## src/rtl/fetch_prefetch_unit.sv

```systemverilog
// Instruction-fetch front end: owns the fetch PC, issues req/gnt/rvalid word fetches
// and buffers returned words in a DEPTH-entry queue. Optional macro: FETCH_PERF_CNT_EN.
module fetch_prefetch_unit #(
  parameter int          DEPTH    = 4,
  parameter logic [31:0] RESET_PC = 32'h0000_0000
) (
  input  logic        clk,
  input  logic        reset,
  output logic        imem_req,
  output logic [31:0] imem_addr,
  input  logic        imem_gnt,
  input  logic        imem_rvalid,
  input  logic [31:0] imem_rdata,
  input  logic        redirect_valid,
  input  logic [31:0] redirect_pc,
  output logic        if_valid,
  output logic [31:0] if_idata,
  output logic [31:0] if_pc,
  input  logic        if_ready
`ifdef FETCH_PERF_CNT_EN
  ,
  output logic [31:0] perf_starve_cnt,
  output logic [31:0] perf_flush_cnt
`endif
);

  localparam int          AW      = $clog2(DEPTH);
  localparam logic [AW:0] DEPTH_W = (AW+1)'(DEPTH);
  localparam logic [AW:0] PTR_ONE = (AW+1)'(1);

  // Three ring pointers: head (pop), fill (next PENDING slot), tail (next free slot).
  // Slots in [head, fill) are FULL, slots in [fill, tail) are PENDING.
  logic [AW:0]  head, fill, tail;
  logic [31:0]  pc_mem   [DEPTH];
  logic [31:0]  data_mem [DEPTH];
  logic [31:0]  fetch_pc;
  logic [15:0]  discard;
  logic         run;

  logic [AW:0]  occupancy, outstanding;
  logic         grant, rsp_ok, rsp_drop, rsp_fill, pop;

  assign occupancy   = tail - head;
  assign outstanding = tail - fill;

  // Handshakes: a fetch transfers on imem_req & imem_gnt, a response on imem_rvalid,
  // and an instruction leaves the queue on if_valid & if_ready; req/valid never wait on
  // their own gnt/ready, and imem_addr holds while imem_req is high without imem_gnt.
  assign imem_req  = run && (occupancy < DEPTH_W) && !redirect_valid;
  assign imem_addr = fetch_pc;
  assign grant     = imem_req && imem_gnt;

  assign rsp_drop = imem_rvalid && (discard != 16'd0);
  assign rsp_fill = imem_rvalid && (discard == 16'd0) && (outstanding != '0);
  assign rsp_ok   = rsp_drop || rsp_fill;

  assign if_valid = (fill != head) && !redirect_valid;
  assign if_idata = data_mem[head[AW-1:0]];
  assign if_pc    = pc_mem[head[AW-1:0]];
  assign pop      = if_valid && if_ready;

  always_ff @(posedge clk or negedge reset) begin
    if (!reset) begin
      run      <= 1'b0;
      fetch_pc <= RESET_PC;
      head     <= '0;
      fill     <= '0;
      tail     <= '0;
      discard  <= 16'd0;
      for (int i = 0; i < DEPTH; i++) begin
        pc_mem[i]   <= 32'd0;
        data_mem[i] <= 32'd0;
      end
    end else begin
      run <= 1'b1;
      if (redirect_valid) begin
        // Every request still in flight must be swallowed, except a word arriving now.
        fetch_pc <= redirect_pc & 32'hFFFF_FFFC;
        head     <= '0;
        fill     <= '0;
        tail     <= '0;
        discard  <= discard + 16'(outstanding) - 16'(rsp_ok);
      end else begin
        if (grant) begin
          pc_mem[tail[AW-1:0]] <= fetch_pc;
          tail                 <= tail + PTR_ONE;
          fetch_pc             <= fetch_pc + 32'd4;
        end
        if (rsp_drop) begin
          discard <= discard - 16'd1;
        end else if (rsp_fill) begin
          data_mem[fill[AW-1:0]] <= imem_rdata;
          fill                   <= fill + PTR_ONE;
        end
        if (pop) begin
          head <= head + PTR_ONE;
        end
      end
    end
  end

`ifdef FETCH_PERF_CNT_EN
  always_ff @(posedge clk or negedge reset) begin
    if (!reset) begin
      perf_starve_cnt <= 32'd0;
      perf_flush_cnt  <= 32'd0;
    end else begin
      if (if_ready && !if_valid && (perf_starve_cnt != 32'hFFFF_FFFF)) begin
        perf_starve_cnt <= perf_starve_cnt + 32'd1;
      end
      if (redirect_valid && (perf_flush_cnt != 32'hFFFF_FFFF)) begin
        perf_flush_cnt <= perf_flush_cnt + 32'd1;
      end
    end
  end
`endif

  // A response with nothing outstanding and nothing to discard is a memory-side protocol error.
  rvalid_has_owner: assert property (@(posedge clk) disable iff (!reset)
    imem_rvalid |-> ((discard != 16'd0) || (outstanding != '0)));

endmodule
```

## config.mk

```make
export PLATFORM = sky130hd
export DESIGN_NAME = fetch_prefetch_unit
export DESIGN_NICKNAME = d
export VERILOG_FILES = /design/src/rtl/fetch_prefetch_unit.sv
export SDC_FILE = /design/constraint.sdc
export NUM_CORES = 1
export LEC_CHECK = 0
export CAP_MARGIN = 15
export CORE_AREA = 4 4 184 150
export CTS_CLUSTER_SIZE = 16
export DETAILED_ROUTE_END_ITERATION = 16
export DIE_AREA = 0 0 188 154
export PLACE_DENSITY = 0.82
export SYNTH_ARGS = -nofsm -noshare
export SYNTH_HDL_FRONTEND = slang
export SYNTH_SLANG_ARGS = --single-unit
```

## constraint.sdc

```tcl
create_clock -name clk -period 8.8 [get_ports clk]
set_input_delay 1.32 -clock clk [delete_from_list [all_inputs] [get_ports clk]]
set_output_delay 1.32 -clock clk [all_outputs]
set_load 0.02 [all_outputs]
```

==> results.cfg, run 1 <==
[status]
outcome = finished, final reports clean

[yosys]
synth_ff_type = dfrtp_1
synth_edf_count = 0
syn-cell-area_mm2 = 0.0150
synth.top_cell.area_share = 0.507
yosys_warnings = 0
syn_inst = 1110
synth_top_area_cell = dfrtp_1
synth.distinct_cells = 52
seq_area_frac_synth = 0.507
avgSynthCellArea_um2 = 13.5
synth_seq_cells = 304
async_flop_share = 1.00
yosys-top-cells-area = dfrtp_1, mux2_2, mux4_2, ha_1, xnor2_1

[critical_path]
cpLargestDelayFamily = adder cells
arrival_ns = 5.25
r2r_setup_slack_ns = 3.94
worstSetupStartpointType = flip-flop
cpPeakStageDelay_ns = 0.56
r2r-end = discard[14]
crit_required_ns = 9.20
path_cells = inv_1, ha_1, fa_1, xor2_1, xnor2_1, nand3_1, nand3_1, nand2_1, ha_1, inv_1, ha_1, fa_1, a21oi_1, nor3_1, o311ai_1, a2111oi_0, a221oi_1, xnor2_1, mux2i_1
crit_type = flip-flop to flip-flop
cp_common_cell = ha_1
startpoint = tail[0]
path_buf_inv = 2
r2r_cells = 19
slowest_stage = o311ai_1
r2r-start = tail[0]
critPathCaptureType = flip-flop
cp_max_fo = 5

[timing]
fin_setup_tns_ns = 0
final.setup_skew_ns = 0.0175
fin_crit_sh = 0.552
period_needed_ns = 4.86
rsz0062_at_grt = no
final-hold-violation-count = 0
finalMaxSlewViolations = 0
max_clock_freq_mhz = 206
setup_viol = 0
maxSlewHeadroom = 0.296
tightest_slew_ns = 1.06

[pwr]
internal-power_w = 0.00281
power_frac_clock = 0.298
p_sw_w = 0.00129
leakage_nw = 8.12
peakVddDrop_mv = 0.170
p_seq_frac = 0.411
comb_power_share = 0.291
swShare = 0.314
power_density_mw_per_mm2 = 230

[hold_path]
min-delay-start = data_mem[112]
whs_path_depth = 1
hold_end = data_mem[112]
worst_hold_path_type = flip-flop to flip-flop

[cells_and_area]
area_growth_pct = 18.7
drive_gt1_frac = 0.296
layout.nets = 1377
final_cells = 1636
nFillCells = 1799
antenna_cells = 0

[clocking]
clk-insertion-delay-late_ns = 0.56
clock_path_buffers = 3
htree_levels = 1
cts_setup_buffers = 0
clock-sinks = 304
clockRootBuffer = clkbuf_16
cts_tree = done
clkSlewWorstSetupHoldPaths_ns = 0.07
postCtsHoldBufs = 0
cts_resized = 0
cts_made_buffers = 30

[placement]
dp.final_hpwl_um = 20500
dp.cells = 1581
gp_congestion = 0.832
port_buffers = 161

[floorplanning]
die_w_um = 188
initial_core_util = 0.578
core_area_mm2 = 0.0259
fp-row-count = 53
ios = 168
dieArea_mm2 = 0.0290
die_h_um = 154

[route]
drcViolationCount = 0
drt_iter0_drc = 468
via_per_inst = 5.75
first_pass_iters = 5
dr_total_vias = 9405
wl_per_cell_um = 19.8
routed_wl_um = 32400
postRouteAntennaNets = 0

[global_route]
antenna_found_initial = 1
grt_start_max_net_pins = 127
grt_pass1_vias = 9999
overflow = 0
grt_pass1_wl_um = 53400
grt.total_usage = 0.226

[run]
drv_cap = 0
## cells in the mapped netlist (3+ instances only)
| cell type | number |
|---|---|
| and3_1 | 11 |
| and2_1 | 5 |
| o21ai_1 | 9 |
| xnor2_1 | 44 |
| inv_1 | 46 |
| nand3_1 | 12 |
| mux4_2 | 62 |
| a21oi_1 | 23 |
| mux2i_1 | 4 |
| nor2_2 | 3 |
| xor2_1 | 24 |
| nor3_1 | 8 |
| mux2_1 | 14 |
| a31oi_1 | 3 |
| dfrtp_1 | 304 |
| nor2b_1 | 5 |
| buf_1 | 12 |
| nand2b_1 | 6 |
| nor2_1 | 33 |
| clkbuf_1 | 16 |
| mux2_2 | 235 |
| ha_1 | 49 |
| buf_2 | 21 |
| nand4_1 | 11 |
| o21ai_0 | 32 |
| buf_4 | 14 |
| nand2_1 | 67 |
## per-layer routing
metal | global-route usage | routed length (um)
met5 | 0 | 13
met4 | 0.0521 | 639
met3 | 0.0420 | 1660
met2 | 0.356 | 15100
met1 | 0.331 | 15000
## kinds of logic (layout without fill, tap and decap cells)
kind of cell,after synthesis,in the layout,synth area share
AOI/OAI and AO/OA,85,85,0.0337
DFF,304,304,0.507
xor gates and xnor gates,68,68,0.0397
other,2,5,0.000501
muxes,316,316,0.284
buffers and inverters,109,275,0.0325
adders and majority gates,51,51,0.0436
and+or+nand+nor,175,175,0.0590
## flip-flops by register name, indices dropped and copies added, names as in the netlist
register,flops
discard,16
pc_mem,120
imem_addr,30
data_mem,128
tail,3
head,3
run,1
fill,3
## power by group through the flow
stage | clock (W) | combinational [W] | sequential, W
CTS | 0.00124 | 0.00120 | 0.00168
finish | 0.00122 | 0.00119 | 0.00168
global placement | 0 | 0.00115 | 0.00169
global route | 0.00130 | 0.00132 | 0.00171
floorplan | 0 | 0.000832 | 0.00168
detailed placement | 0 | 0.00118 | 0.00170
## per-stage QoR
| step | power [W] | setup slack, ns | hold slack [ns] | area (um^2) | util |
|---|---|---|---|---|---|
| after detailed placement | 0.00288 | 3.75 | 0.473 | 16900 | 0.650 |
| after global placement | 0.00284 | 3.79 | 0.464 | 16900 | 0.650 |
| after global routing | 0.00433 | 3.51 | 0.503 | 17800 | 0.686 |
| final | 0.00410 | 3.94 | 0.481 | 17800 | 0.686 |
| after floorplan | 0.00251 | 4.71 | 0.452 | 15000 | - |
| after CTS | 0.00412 | 3.99 | 0.488 | 17800 | 0.686 |
## layout by cell type, fill, tap and decap left out, types with 23 or more instances in the layout
cell             Yosys  routed
nor2_1              33      33
clkbuf_16            0      30
ha_1                49      49
a21oi_1             23      23
xnor2_1             44      44
clkdlybuf4s50_1      0     159
dfrtp_1            304     302
mux2_2             235     235
o21ai_0             32      32
mux4_2              62      62
nand2_1             67      67
inv_1               46      46
xor2_1              24      24
## final cells by class
type	instances	area [um^2]	area share
well taps	357	447	0.0251
multi-input cells	700	6910	0.388
repair buffers	174	1710	0.0962
inverters	46	173	0.00970
flip-flops and latches	304	7610	0.428
clock inverters	17	138	0.00773
clock buffers	38	801	0.0450
## how the worst max path moves through the flow
stage | endpoint | cells past startpoint
4_1_cts | discard[14] | 19
3_5_place_dp | discard[14] | 14
5_1_grt | discard[14] | 19
2_1_floorplan | discard[14] | 19
3_3_place_gp | discard[14] | 14
6_report | discard[14] | 19
Note: power is estimated with default switching activity, not from simulation.
==> inputs of run 2 (changes only) <==
--- a/config.mk
+++ b/config.mk
@@ -6,11 +6,11 @@
 export NUM_CORES = 1
 export LEC_CHECK = 0
 export CAP_MARGIN = 15
-export CORE_AREA = 4 4 184 150
+export CORE_AREA = 4 4 187 153
 export CTS_CLUSTER_SIZE = 16
 export DETAILED_ROUTE_END_ITERATION = 16
-export DIE_AREA = 0 0 188 154
-export PLACE_DENSITY = 0.82
+export DIE_AREA = 0 0 191 157
+export PLACE_DENSITY = 0.8
 export SYNTH_ARGS = -nofsm -noshare
 export SYNTH_HDL_FRONTEND = slang
 export SYNTH_SLANG_ARGS = --single-unit
==> constraint.sdc (replaced) <==
create_clock -name clk -period 4.9 [get_ports clk]
set_input_delay 0.735 -clock clk [delete_from_list [all_inputs] [get_ports clk]]
set_output_delay 0.735 -clock clk [all_outputs]
set_load 0.02 [all_outputs]
==> run 2 against run 1 <==
Effect of this change:
- sequential power increased by 80%
- worst hold slack got worse by 0.23 ns
- non-clock buffer count up 6
- setup slack got worse by 3.5 ns
- sequential share of layout area down 0.67 points
- critical endpoint unchanged
==> results.cfg, run 2 (synthesis gave the netlist of run 1 again) <==
[global_route]
grt_pass1_wl_um = 53200
antenna_found_initial = 1
grt.total_usage = 0.219
grt_start_max_net_pins = 128
overflow = 0
grt_pass1_vias = 9912

[cells_and_area]
largest_reg_flops = 128
layout.nets = 1383
top_register = data_mem
drive_gt1_frac = 0.302
antenna_cells = 0
area_growth_pct = 20.6
final_common_cell = dfrtp_1
fin_util = 0.674
final_cell_mix = dfrtp_1, mux2_2, clkdlybuf4s50_1

[critical_path]
r2r_cells = 19
worstSetupStartpointType = flip-flop
arrival_ns = 4.87
critPathCaptureType = flip-flop
crit_required_ns = 5.30
cp_max_fo = 5
crit_type = flip-flop to flip-flop

[floorplanning]
die_h_um = 157
fp-row-count = 54
dieArea_mm2 = 0.0300
ios = 168
initial_core_util = 0.559
die_w_um = 191
core_area_mm2 = 0.0268

[timing]
hold_ws_ns = 0.251
finalMaxSlewViolations = 0
period_needed_ns = 4.48
setup_viol = 0
final.setup_skew_ns = 0.00996
fin_setup_tns_ns = 0
max_clock_freq_mhz = 223
tightest_slew_ns = 0.981
final-hold-violation-count = 0
maxSlewHeadroom = 0.346
rsz0062_at_grt = no
fin_crit_sh = 0.913

[route]
wl_met1_um = 15100
dr_total_vias = 9228
dr_wl_met2_um = 15000
highest_layer = met5
met3WireLength_um = 1900
wl_per_cell_um = 19.8
routed_wl_um = 32600
first_pass_iters = 5
postRouteAntennaNets = 0
drcViolationCount = 0
drt_iter0_drc = 565
via_per_inst = 5.59

[status]
outcome = finished, final reports clean

[clocking]
postCtsHoldBufs = 0
cts_tree = done
clkSlewWorstSetupHoldPaths_ns = 0.06
clk-insertion-delay-late_ns = 0.54
clock-sinks = 304
cts_setup_buffers = 0
htree_levels = 1
cts_made_buffers = 30
clockRootBuffer = clkbuf_16
cts_resized = 0
clock_path_buffers = 3

[placement]
gp_congestion = 0.836
port_buffers = 161
dp.final_hpwl_um = 21300

[hold_path]
worst_hold_path_type = primary input to asynchronous set/reset pin

[pwr]
p_total_w = 0.00780
peakVddDrop_mv = 0.295
leakage_nw = 8.25
power_density_mw_per_mm2 = 431

[run]
drv_cap = 0
-- run 2: changes by cell type in the layout (fill, tap and decap cells not counted), sizes merged --
cell | before | now
bufinv | 1 | 7
clkbuf | 38 | 42
buf | 15 | 21
clkinv | 13 | 4
-- run 2: worst paths after layout --
path	start	end	slack, ns
setup / recovery	tail[0]	discard[14]	0.42
hold / removal	reset	data_mem[81]	0.25
setup reg to reg	tail[0]	discard[14]	0.42
hold reg to reg	data_mem[50]	data_mem[50]	0.49
max in group asynchronous	reset	imem_addr[6]	3.58
min in group clk	data_mem[50]	data_mem[50]	0.49
-- run 2: critical path, stage by stage (launching register included) --
cell	delay, ns
dfrtp_1	0.42
inv_1	0.11
ha_1	0.20
fa_1	0.37
xor2_1	0.16
xnor2_1	0.21
nand3_1	0.13
nand3_1	0.19
nand2_1	0.09
ha_1	0.27
inv_1	0.05
ha_1	0.20
fa_1	0.23
a21oi_1	0.09
nor3_1	0.24
o311ai_1	0.14
a2111oi_0	0.74
a221oi_1	0.21
xnor2_1	0.18
mux2i_1	0.09
-- run 2: final cells by class --
class                      count  area, um^2
tap                          364         455
sequential                   304        7610
fill                        1876        8750
clock inverter                14         254
clock buffer                  42         887
inverter                      46         173
timing repair buffer         180        1780
multi-input combinational    700        6910
-- run 2: report_power, final --
group          switching [W]  total, W  internal (W)
clock network       0.000967   0.00260       0.00163
registers           0.000218   0.00302       0.00280
logic                0.00114   0.00218       0.00104
total                0.00232   0.00780       0.00547
-- run 2: stage by stage --
stage	instance area [um^2]	instances	worst slack [ns]
after floorplan	15000	1113	0.813
after global placement	16900	1594	0.568
after detailed placement	16900	1594	0.395
after CTS	18100	1650	0.362
after global routing	18100	1650	0.0158
final	18100	1650	0.425
-- run 2: per-layer routing --
metal  GRT usage  vias to the layer above
met5           0                        -
met4      0.0424                        2
met3      0.0472                       41
met2       0.354                      230
met1       0.314                     4701
li1            -                     4254
==> inputs of run 3 (changes only) <==
--- a/config.mk
+++ b/config.mk
@@ -6,10 +6,10 @@
 export NUM_CORES = 1
 export LEC_CHECK = 0
 export CAP_MARGIN = 15
-export CORE_AREA = 4 4 187 153
+export CORE_AREA = 4 4 168 170
 export CTS_CLUSTER_SIZE = 16
 export DETAILED_ROUTE_END_ITERATION = 16
-export DIE_AREA = 0 0 191 157
+export DIE_AREA = 0 0 172 174
 export PLACE_DENSITY = 0.8
 export SYNTH_ARGS = -nofsm -noshare
 export SYNTH_HDL_FRONTEND = slang
==> run 3 against run 2 <==
Effect of this change:
- clock skew grew 0.0089 ns
- sequential share of layout area hardly changed
- total power is 0.15% higher
- die area down 0.20%
- maximum frequency increased by 1.2%
- cell count down 1.3%
- non-clock buffer count shrank 2
- clock power about the same
- clock-buffer cell count is 4 higher
- first-iteration DRC count is 6.4% higher
==> results.cfg, run 3 (synthesis gave the netlist of run 1 again) <==
[cells_and_area]
top_register = data_mem
layout.nets = 1385
largest_reg_flops = 128
area_growth_pct = 20.6
final_cell_mix = dfrtp_1, mux2_2, clkdlybuf4s50_1
final_cells = 1628
antenna_cells = 0
drive_gt1_frac = 0.305
final_common_cell = dfrtp_1

[global_route]
grt_pass1_vias = 10200
grt_pass1_wl_um = 54200
overflow = 0
grt.total_usage = 0.224
antenna_found_initial = 1
grt_start_max_net_pins = 126

[route]
drt_iter0_drc = 601
dr_total_vias = 9315
dr_wl_met2_um = 15900
routed_wl_um = 33000
postRouteAntennaNets = 0
highest_layer = met5
drcViolationCount = 0
via_per_inst = 5.72
first_pass_iters = 4
wl_met1_um = 14400
met3WireLength_um = 1920
wl_per_cell_um = 20.2

[timing]
rsz0062_at_grt = no
setup_viol = 0
tightest_slew_ns = 0.950
fin_crit_sh = 0.903
maxSlewHeadroom = 0.367
period_needed_ns = 4.42
final.setup_skew_ns = 0.0189
finalMaxSlewViolations = 0
fin_setup_tns_ns = 0
final-hold-violation-count = 0
max_clock_freq_mhz = 226

[pwr]
power_density_mw_per_mm2 = 432
internal-power_w = 0.00547
comb_power_share = 0.277
swShare = 0.300
p_seq_frac = 0.388
power_frac_clock = 0.335
peakVddDrop_mv = 0.243
leakage_nw = 8.26
p_sw_w = 0.00234

[critical_path]
crit_type = flip-flop to flip-flop
cpPeakStageDelay_ns = 0.42
r2r-end = discard[14]
cp_max_fo = 5
slowest_stage = dfrtp_1
arrival_ns = 4.77
worstSetupStartpointType = flip-flop
path_cells = inv_1, ha_1, fa_1, xor2_1, xnor2_1, nand3_1, nand3_1, nand2_1, ha_1, inv_1, ha_1, fa_1, a21oi_1, nor3_1, o311ai_2, a2111oi_2, a221oi_2, xnor2_1, mux2i_1
cp_common_cell = ha_1
r2r_cells = 19
crit_required_ns = 5.25
critPathCaptureType = flip-flop
r2r_setup_slack_ns = 0.48
r2r-start = tail[0]

[placement]
port_buffers = 161
gp_congestion = 0.811
dp.final_hpwl_um = 21200
dp.cells = 1569

[clocking]
htree_levels = 2
clkSlewWorstSetupHoldPaths_ns = 0.06
clk-insertion-delay-late_ns = 0.51
cts_made_buffers = 34
cts_tree = done
cts_setup_buffers = 0
clock_path_buffers = 3
clock-sinks = 304
clockRootBuffer = clkbuf_16

[floorplanning]
dieArea_mm2 = 0.0299
ios = 168
die_h_um = 174
initial_core_util = 0.561
fp-row-count = 60
die_w_um = 172
core_area_mm2 = 0.0267

[hold_path]
worst_hold_path_type = primary input to asynchronous set/reset pin

[run]
drv_cap = 0

[status]
outcome = finished, final reports clean
[run 3: area by class of cell]
cell class,instances,area [um^2]
Clock buffer,46,987
Clock inverter,13,174
Fill cell,1855,8640
Inverter,46,173
Multi-Input combinational cell,700,6930
Sequential cell,304,7610
Tap cell,341,427
Timing Repair Buffer,178,1780
[run 3: critical path: cells and delay by family, from the launching register on]
kind,cells,cell delay (ns)
multiplexers,1,0.09
XOR/XNOR,3,0.54
AO/OA/AOI/OAI,4,1.07
buffers and inverters,2,0.15
adder cells (fa/ha/maj),5,1.49
flip-flops,1,0.42
AND/OR/NAND/NOR,4,0.51
[run 3: per-stage QoR]
step	area (um^2)	util	setup WS (ns)	hold WS, ns	total power, W
floorplan	15000	-	0.813	0.439	0.00451
global route	18100	0.677	0.0962	0.415	0.00828
detailed placement	16900	0.632	0.204	0.473	0.00518
CTS	18100	0.676	0.166	0.386	0.00785
finish	18100	0.677	0.478	0.341	0.00781
global placement	16900	0.632	0.328	0.463	0.00512
[run 3: worst max path at each step]
stage | from | endpoint | slack, ns | depth (start not counted)
3_5_place_dp | tail[0] | discard[14] | 0.20 | 19
4_1_cts | tail[0] | discard[14] | 0.17 | 19
5_1_grt | tail[0] | discard[14] | 0.1 | 19
2_1_floorplan | tail[0] | discard[14] | 0.81 | 19
3_3_place_gp | tail[0] | discard[14] | 0.33 | 19
6_report | tail[0] | discard[14] | 0.48 | 19
[run 3: repair_timing]
action | 4_1_cts | 5_1_grt
resized for setup | 0 | 4
hold buffers | 0 | 0
endpoints found under the setup margin | 0 | 2
[run 3: layer usage]
layer | GRT usage | vias to the layer above
met2 | 0.361 | 238
met3 | 0.0539 | 53
met1 | 0.307 | 4760
li1 | - | 4262
met4 | 0.0576 | 2
met5 | 0 | -
[run 3: power by group through the flow]
stage	clock network [W]	registers [W]	logic, W
floorplan	0	0.00301	0.00149
global placement	0	0.00304	0.00208
detailed placement	0	0.00306	0.00212
CTS	0.00268	0.00302	0.00215
global route	0.00279	0.00306	0.00242
finish	0.00262	0.00303	0.00217
